File: src/rtl/tap_pkg.sv
// Shared TAP definitions: the 16 IEEE 1149.1 controller states with the
// observation-pad codes, the reset state and the TMS=1 flush length.
package tap_pkg;

    // 4-bit state code is exactly what appears on the observation pads;
    // all 16 codes are used, so there are no illegal states.
    typedef enum logic [3:0] {
        TAP_EX2DR = 4'h0,
        TAP_EX1DR = 4'h1,
        TAP_SHDR  = 4'h2,
        TAP_PAUDR = 4'h3,
        TAP_SELIR = 4'h4,
        TAP_UPDDR = 4'h5,
        TAP_CAPDR = 4'h6,
        TAP_SELDR = 4'h7,
        TAP_EX2IR = 4'h8,
        TAP_EX1IR = 4'h9,
        TAP_SHIR  = 4'hA,
        TAP_PAUIR = 4'hB,
        TAP_RTI   = 4'hC,
        TAP_UPDIR = 4'hD,
        TAP_CAPIR = 4'hE,
        TAP_TLR   = 4'hF
    } tap_state_e;

    localparam tap_state_e TAP_RESET_STATE = TAP_TLR;

    // Consecutive TMS=1 edges guaranteed to land in Test-Logic-Reset.
    localparam int TAP_TLR_TMS_ONES = 5;

endpackage

File: src/rtl/tap_fsm_next.sv
// Combinational IEEE 1149.1 next-state function: (state, tms) -> next state.
module tap_fsm_next
    import tap_pkg::*;
(
    input  tap_state_e state,
    input  logic       tms,
    output tap_state_e next
);

    // Standard TAP transition table; DR and IR branches are mirror images.
    always_comb begin
        next = TAP_TLR;
        case (state)
            TAP_TLR:   next = tms ? TAP_TLR   : TAP_RTI;
            TAP_RTI:   next = tms ? TAP_SELDR : TAP_RTI;
            TAP_SELDR: next = tms ? TAP_SELIR : TAP_CAPDR;
            TAP_SELIR: next = tms ? TAP_TLR   : TAP_CAPIR;

            TAP_CAPDR: next = tms ? TAP_EX1DR : TAP_SHDR;
            TAP_SHDR:  next = tms ? TAP_EX1DR : TAP_SHDR;
            TAP_EX1DR: next = tms ? TAP_UPDDR : TAP_PAUDR;
            TAP_PAUDR: next = tms ? TAP_EX2DR : TAP_PAUDR;
            TAP_EX2DR: next = tms ? TAP_UPDDR : TAP_SHDR;
            TAP_UPDDR: next = tms ? TAP_SELDR : TAP_RTI;

            TAP_CAPIR: next = tms ? TAP_EX1IR : TAP_SHIR;
            TAP_SHIR:  next = tms ? TAP_EX1IR : TAP_SHIR;
            TAP_EX1IR: next = tms ? TAP_UPDIR : TAP_PAUIR;
            TAP_PAUIR: next = tms ? TAP_EX2IR : TAP_PAUIR;
            TAP_EX2IR: next = tms ? TAP_UPDIR : TAP_SHIR;
            TAP_UPDIR: next = tms ? TAP_SELDR : TAP_RTI;
        endcase
    end

endmodule

File: src/rtl/tap_route.sv
// TAP controller with its encoded state driven onto four observation pads.
// Optional build macro TAP_ROUTE_OBS_PIPE_EN adds one register stage between
// the state register and the pads (2-edge TMS-to-pad latency).
module tap_route
    import tap_pkg::*;
(
    input  logic GCLK_Pad,
    input  logic TRST_Pad,
    input  logic TMS_Pad,
    output logic state_obs0_Pad,
    output logic state_obs1_Pad,
    output logic state_obs2_Pad,
    output logic state_obs3_Pad
);

    tap_state_e state_q;
    tap_state_e state_d;
    logic [3:0] obs_code;

    tap_fsm_next u_next (
        .state (state_q),
        .tms   (TMS_Pad),
        .next  (state_d)
    );

    // State register; reset wins over any transition, including mid-shift.
    always_ff @(posedge GCLK_Pad) begin
        if (TRST_Pad)
            state_q <= TAP_RESET_STATE;
        else
            state_q <= state_d;
    end

`ifdef TAP_ROUTE_OBS_PIPE_EN
    logic [3:0] obs_q;

    // Pad pipe stage; resets alongside the state so pads read TLR on the reset edge.
    always_ff @(posedge GCLK_Pad) begin
        if (TRST_Pad)
            obs_q <= TAP_RESET_STATE;
        else
            obs_q <= state_q;
    end

    assign obs_code = obs_q;
`else
    assign obs_code = state_q;
`endif

    assign state_obs0_Pad = obs_code[0];
    assign state_obs1_Pad = obs_code[1];
    assign state_obs2_Pad = obs_code[2];
    assign state_obs3_Pad = obs_code[3];

endmodule

File: config.mk
export PLATFORM = sky130hd
export DESIGN_NAME = tap_route
export DESIGN_NICKNAME = d
export VERILOG_FILES = /design/src/rtl/tap_pkg.sv /design/src/rtl/tap_fsm_next.sv /design/src/rtl/tap_route.sv
export SDC_FILE = /design/constraint.sdc
export NUM_CORES = 1
export LEC_CHECK = 0
export ABC_CLOCK_PERIOD_IN_PS = 3100
export CAP_MARGIN = 5
export CORE_AREA = 2 2 39 41
export CTS_BUF_LIST = sky130_fd_sc_hd__clkbuf_16
export CTS_CLUSTER_DIAMETER = 150
export DETAILED_ROUTE_END_ITERATION = 7
export DIE_AREA = 0 0 41 43
export PLACE_DENSITY_LB_ADDON = 0.1
export SYNTH_ARGS = -nofsm -noshare
export SYNTH_HDL_FRONTEND = slang
export SYNTH_SLANG_ARGS = --single-unit
File: constraint.sdc
create_clock -name GCLK_Pad -period 3.1 [get_ports GCLK_Pad]
set_clock_uncertainty 0.05 [all_clocks]
set_input_delay 0.465 -clock GCLK_Pad [delete_from_list [all_inputs] [get_ports GCLK_Pad]]
set_output_delay 0.465 -clock GCLK_Pad [all_outputs]
set_load 0.03 [all_outputs]
Yosys cells after proc, flatten, opt, wreduce, memory -nomap -nowiden
Index checks and enable logic that the tools add are counted.
{"block": "classes", "eq_ne": 15, "reduce_logical": 4, "n_mux": 13}
{"operator": "$pmux 4 s12", "n": 1}
{"operator": "$eq 4x4->1 const B", "n": 8}
{"operator": "$eq 4x3->1 const B", "n": 4}
{"operator": "$mux 2", "n": 6}
{"operator": "$mux 3", "n": 4}
{"operator": "$eq 4x2->1 const B", "n": 2}
{"operator": "$eq 4x1->1 const B", "n": 1}
{"operator": "$logic_not 4->1", "n": 1}
{"operator": "$mux 4", "n": 1}
{"operator": "$reduce_or 2->1", "n": 2}
{"operator": "$reduce_or 3->1", "n": 1}
{"operator": "$mux 1", "n": 1}
{"block": "totals", "output_inout_bits": 4, "ff_bits": 4, "wordCells": 33, "in_bits": 3}

Longest topological paths before layout
Gate-level depths: netlist of the first run.
{"block": "logic_depth", "word_depth": 3, "depth_mapped": 3, "mapped_depth_nobuf": 3}

Modules after synthesis
From an unflattened synthesis of the first run, not the netlist that was laid out.
{"block": "unflattened", "cells_unflattened": 25, "hier_area_um2": 207.7}
{"mod": "tap_route", "seq_area_each_um2": 80.1, "area_each_um2": 105.1, "instances": 1, "cells_per_inst": 8}
{"mod": "tap_fsm_next", "seq_area_each_um2": 0.0, "area_each_um2": 102.6, "instances": 1, "cells_per_inst": 17}

Least setup slack after synthesis of the first run
No wires, ideal clock.
{"block": "synth_path", "path_kind": "register to register", "startpoint": "reg state_q[2] (netlist: obs_code[2])", "endpoint": "reg state_q[1] (netlist: obs_code[1])", "synth_period_minus_slack_ns": 1.369, "path_buffers": 0, "stages_incl_launch_ff": 4, "setup_slack_ns": 1.731, "arrival_time_ns": 1.199, "setup_time_ns": 0.120, "required_ns": 2.930, "path_cell_list": "dfxtp_1 nor2_2 or3_1 a211o_1"}
{"block": "synth_between", "elab_chain_len": 3, "elab_cells_between_ends": 20, "cone_classes": "eq/ne (15); mux (1); reduce/logical (4)"}
{"element": "from (decl)", "line_no": "tap_route.sv:16", "text": "tap_state_e state_q;"}
{"element": "from (signal assigned)", "line_no": "tap_route.sv:31", "text": "state_q <= state_d;"}
{"element": "$eq 4x4->1 (tied with other cells)", "line_no": "tap_fsm_next.sv:13", "text": "case (state)"}
{"element": "$reduce_or 3->1 (no source line) / $reduce_or 2->1 (equally long branches)"}
{"element": "$pmux 4 s12 *", "line_no": "tap_fsm_next.sv:13"}
Mark *: on every way between the ends. The rest lies on a longest branch, timed or not.
A chain may end at the register's enable or synchronous reset.

Worst setup path in the final report of the first run
{"block": "layout_path", "startpoint": "reg state_q[3] (netlist: obs_code[3])", "endpoint": "out state_obs3_Pad"}
{"element": "to (decl)", "line_no": "tap_route.sv:13", "text": "output logic state_obs3_Pad"}
No word-level cell between the ends.

==> results of run 1 <==
stage by stage:
stage,power (uW),cell area [sq um],hold WS (ns),setup slack (ns),util
finish,331.5,351.6,0.5141,1.208,0.2541
global route,343.8,351.6,0.5549,1.158,0.2541
CTS,334.1,351.6,0.5164,1.203,0.2541
detailed placement,129.8,276.5,0.5129,1.231,0.1998
global placement,130.9,276.5,0.5149,1.223,0.1998
floorplan,106.6,196.4,0.5094,1.731,-
report_power, final:
part / internal (uW) / total (uW) / switching (uW)
Clock: 165 / 203 / 37.8
Sequential: 59.3 / 71.7 / 12.4
Combinational: 28.3 / 57.1 / 28.9
Total: 253 / 332 / 79.0
worst min-delay path by stage:
stage,startpoint,endpoint,slack (ns),cells past startpoint
floorplan,TRST_Pad,obs_code[3],0.51,1
global placement,obs_code[0],obs_code[1],0.51,2
detailed placement,obs_code[0],obs_code[1],0.51,2
CTS,obs_code[0],obs_code[1],0.52,2
global route,obs_code[0],obs_code[1],0.55,2
finish,obs_code[0],obs_code[1],0.51,2
cells in the final DEF (no fill, tap or decap):
master           n
clkdlybuf4s50_1  6
nand2_1          4
dfxtp_1          4
clkbuf_16        3
a21oi_1          2
a211o_1          2
inv_1            2
nand3_1          1
nor2_2           1
a221o_2          1
or2_2            1
nand2b_1         1
o21a_1           1
nor2_1           1
o22ai_1          1
nor3b_1          1
or3_1            1
area by class of cell:
cell class | count | area (sq um) | share of cell area
Clock buffer | 3 | 75.07 | 0.2135
Inverter | 2 | 7.507 | 0.02135
Multi-Input combinational cell | 18 | 108.9 | 0.3096
Sequential cell | 4 | 80.08 | 0.2278
Tap cell | 16 | 20.02 | 0.05694
Timing Repair Buffer | 6 | 60.06 | 0.1708
kinds of logic after synthesis:
family | after synthesis | share of synthesized area
and+or+nand+nor | 11 | 0.2867
AOI/OAI and AO/OA | 7 | 0.2676
DFF | 4 | 0.4077
buffers and inverters | 2 | 0.03823
per-layer routing:
metal / GRT usage / vias up
li1: - / 103
met1: 0.06410 / 96
met2: 0.08438 / 10
met3: 0.03665 / 2
met4: 0.08000 / 0
met5: 0 / -
==> metrics.txt, run 1 <==
layout cells sized above 1=0.1818; fin nets=38; worst path required time=between 2 and 3 ns; die area=1763 sq um; DRC=0; Main synth FF type=dfxtp_1; Avg WL per Cell=roughly 9.9 um; # resized after CTS=0; synthesized flop and latch total=4; syn_nets=27; Detailed Routing Iterations Pass 1=4; CTS Buffer Depth=2; GRT overflow=0; gr usage total=0.06620; clock tree sinks=4; largest cells by area after synthesis=dfxtp_1 (41%), a211o_1 (8.9%), nand2_1 (7.6%), a221o_2 (5.7%), a21oi_1 (5.1%); metal2 WL=~230 um; vias in the first global route=190; Hold Violations, Final=0; mean post-synth cell area=approximately 8.2 sq um; Yosys top cell area share=0.4076; Worst-Margin Slew=0.3047 ns; min Tclk post-route=1.892 ns; met3 WL=roughly 53 um; Critical Path Slowest Stage Cell=clkdlybuf4s50_1; IO Count=7; Critical Path Fanout Max=7; Starting DRT DRC Count=8; cell count along the critical path=1; # setup viols final=0; crit path cell chain=clkdlybuf4s50_1; Setup crit start=obs_code[3]; number of CTS-inserted buffers=3; H-tree lvl count=1; die width=a little over 40 um; setup TNS=0 ns; post-synth top area cell=dfxtp_1; max_cap viols=0; CP Class=flop to output pin; Fillers=~160; Root Buffer=clkbuf_16; Rel. slew slack=0.7963; Highest Signal Layer=met4; antenna cells=0; maximum VDD drop=223.4 uV; Layout area overhead=78.98%; final worst-path cycle share=0.6103; Initial Util=0.1420; share of the yosys chip area belonging to registers=0.4076; R2R cell count=3; number of instances in the placed design=46; Slew Limit Fails=0; # rows=14; global-route wire length before repair=just over 700 um; setup slack, reg-to-reg=about 1.9 ns; Peak Freq=528.6 MHz; Leakage Power=0.0001589 uW; CP bufs+invs=1; port bufs=6; area of the core=about 1400 sq um; Reg2Reg Capture Point=obs_code[1]; Worst setup SP type=flop; Crit path max-delay family=buffers and inverters; clock-pin slew on the worst setup and hold paths=0.03 ns; Async S/R FF share, synth=0; YS warnings=0; number of flops mapped to enable cells by yosys=0; TritonCTS clock tree=built; post-CTS setup buffer count=0; Hold Path Class=flop to flop; Post-Syn Area=196.4 sq um; die height=approximately 43 um; Synth cell types=15; slowest stage delay, CP=slightly above 0.7 ns; initial antenna violation count=0; Mapped Cells=24; Worst setup EP type=output pin; HPWL after detailed placement=approximately 350 um; Crit path arrival time=1.38 ns; Worst-Skew Late Latency=~0.23 ns; DR vias/cell=4.306; largest net degree at the start of global routing=8; hold_buf cts=0; DR vias=211; unrepaired setup endpoints after global routing=no; Post-DRT Antenna Nets=0; Routed WL=486 um; wl on met1=approximately 180 um; CP endpoint=state_obs3_Pad; max reg flops=4; Post-synth top cells=dfxtp_1 (4), nand2_1 (4), a211o_1 (2), a21oi_1 (2), inv_1 (2); non-filler cells, final=between 40 and 50; GPL Wtd Cong=slightly below 0.7; reg-to-reg startpoint=obs_code[3]; status=finished clean; PD cells=943.0 nW/um^2
Power figures use the tool's default switching activity.
==> inputs of run 2 (changes only) <==
--- a/config.mk
+++ b/config.mk
@@ -5,7 +5,7 @@
 export SDC_FILE = /design/constraint.sdc
 export NUM_CORES = 1
 export LEC_CHECK = 0
-export ABC_CLOCK_PERIOD_IN_PS = 3100
+export ABC_CLOCK_PERIOD_IN_PS = 1900
 export CAP_MARGIN = 5
 export CORE_AREA = 2 2 39 41
 export CTS_BUF_LIST = sky130_fd_sc_hd__clkbuf_16
==> constraint.sdc (replaced) <==
create_clock -name GCLK_Pad -period 1.9 [get_ports GCLK_Pad]
set_clock_uncertainty 0.05 [all_clocks]
set_input_delay 0.285 -clock GCLK_Pad [delete_from_list [all_inputs] [get_ports GCLK_Pad]]
set_output_delay 0.285 -clock GCLK_Pad [all_outputs]
set_load 0.03 [all_outputs]
==> metrics.txt, run 2 (same netlist as run 1, synthesis figures left out) <==
Hold Violations, Final=0; Worst setup EP type=output pin; internal cell power=just over 400 uW; Avg WL per Cell=~10 um; antenna cells=0; R2R cell count=3; Hold Path Class=flop to flop; crit path cell chain=clkdlybuf4s50_1; Crit path arrival time=around 1.4 ns; slowest stage delay, CP=0.71 ns; Root Buffer=clkbuf_16; DR vias=just over 200; clock tree sinks=4; max reg flops=4; combinational share of power=0.175; Routed WL=488 um; Peak Freq=between 500 and 600 MHz; vias in the first global route=172; Leakage Power=about 0.00016 uW; DRC=0; H-tree lvl count=1; hold worst-path end=obs_code[1]; die width=~41 um; Detailed Routing Iterations Pass 1=2; post-layout util=0.2541; CP Class=flop to output pin; die area=approximately 1800 sq um; fin nets=38; number of instances in the placed design=46; hold path depth=2; Fillers=155; Critical Path Fanout Max=7; DR vias/cell=4.184; Critical Path Slowest Stage Cell=clkdlybuf4s50_1; # setup viols final=0; clock share of power=0.606; Post-DRT Antenna Nets=0; Worst setup SP type=flop; PD cells=between 1500 and 2000 nW/um^2; unrepaired setup endpoints after global routing=no; post-CTS setup buffer count=0; global-route wire length before repair=just over 700 um; Net Switching=between 100 and 150 uW; Reg2Reg Capture Point=obs_code[1]; Switching Share=0.2293; Layout area overhead=78.98%; IO Count=7; most common cell after layout, fill and taps aside=clkdlybuf4s50_1; Initial Util=0.1420; initial antenna violation count=0; Crit path max-delay family=buffers and inverters; most frequent cells in the layout=clkdlybuf4s50_1 (6), nand2_1 (4), dfxtp_1 (4), clkbuf_16 (3); CP bufs+invs=1; status=finished clean; port bufs=6; min-delay src=obs_code[0]; reg-to-reg startpoint=obs_code[2]; gr usage total=0.06319; worst path required time=around 1.6 ns; largest net degree at the start of global routing=8; TritonCTS clock tree=built; worst hold slack=0.5209 ns; # resized after CTS=0; number of CTS-inserted buffers=3; setup TNS=0 ns; maximum VDD drop=~430 uV; final worst-path cycle share=0.8942; clock-pin slew on the worst setup and hold paths=about 0.030 ns; Starting DRT DRC Count=1; # rows=14; hold_buf cts=0; max_cap viols=0; min Tclk post-route=1.699 ns; non-filler cells, final=49; die height=43 um; CTS Buffer Depth=2; GPL Wtd Cong=between 0.6 and 0.7; sequential share of power=0.219; Rel. slew slack=0.7919; Worst-Skew Late Latency=~0.22 ns; GRT overflow=0; setup slack, reg-to-reg=around 0.65 ns; layout cells sized above 1=0.1818; Slew Limit Fails=0; Worst-Margin Slew=between 0.3 and 0.4 ns; area of the core=between 1000 and 1500 sq um
[run 2: how the worst max path moves through the flow]
| stage | end | slack [ns] | start | cells past startpoint |
|---|---|---|---|---|
| floorplan | obs_code[1] | 0.53 | obs_code[2] | 3 |
| global placement | obs_code[1] | 0.19 | TMS_Pad | 4 |
| detailed placement | obs_code[1] | 0.18 | TMS_Pad | 4 |
| CTS | state_obs3_Pad | 0.18 | obs_code[3] | 1 |
| global route | state_obs3_Pad | 0.15 | obs_code[3] | 1 |
| finish | state_obs3_Pad | 0.20 | obs_code[3] | 1 |
[run 2: routing by layer]
layer / vias up / part of all wire / GRT usage
met1: 96 / 0.45 / 0.07051
met5: - / 0 / 0
met4: 0 / 0 / 0.06000
met3: 0 / 0.078 / 0.03141
li1: 104 / - / -
met2: 5 / 0.47 / 0.08125
[run 2: power by group through the flow]
stage / logic (uW) / clock network (uW) / registers, uW
after floorplan: 36.4 / 0 / 137
after global placement: 94.4 / 0 / 119
after detailed placement: 94.4 / 0 / 118
after CTS: 94.6 / 331 / 118
after global routing: 101 / 334 / 120
final: 93.3 / 324 / 117
[run 2: stage by stage]
step / power, uW / instance area [sq um] / setup slack (ns)
final: 533.9 / 351.6 / 0.2010
after global routing: 555.5 / 351.6 / 0.1506
after CTS: 543.2 / 351.6 / 0.1810
after detailed placement: 212.8 / 276.5 / 0.1794
after global placement: 213.7 / 276.5 / 0.1881
after floorplan: 173.9 / 196.4 / 0.5314
[run 2: final cells by class]
type / count / area (sq um) / share of cell area
Sequential cell: 4 / 80.08 / 0.2278
Tap cell: 16 / 20.02 / 0.05694
Inverter: 2 / 7.507 / 0.02135
Multi-Input combinational cell: 18 / 108.9 / 0.3096
Clock buffer: 3 / 75.07 / 0.2135
Timing Repair Buffer: 6 / 60.06 / 0.1708
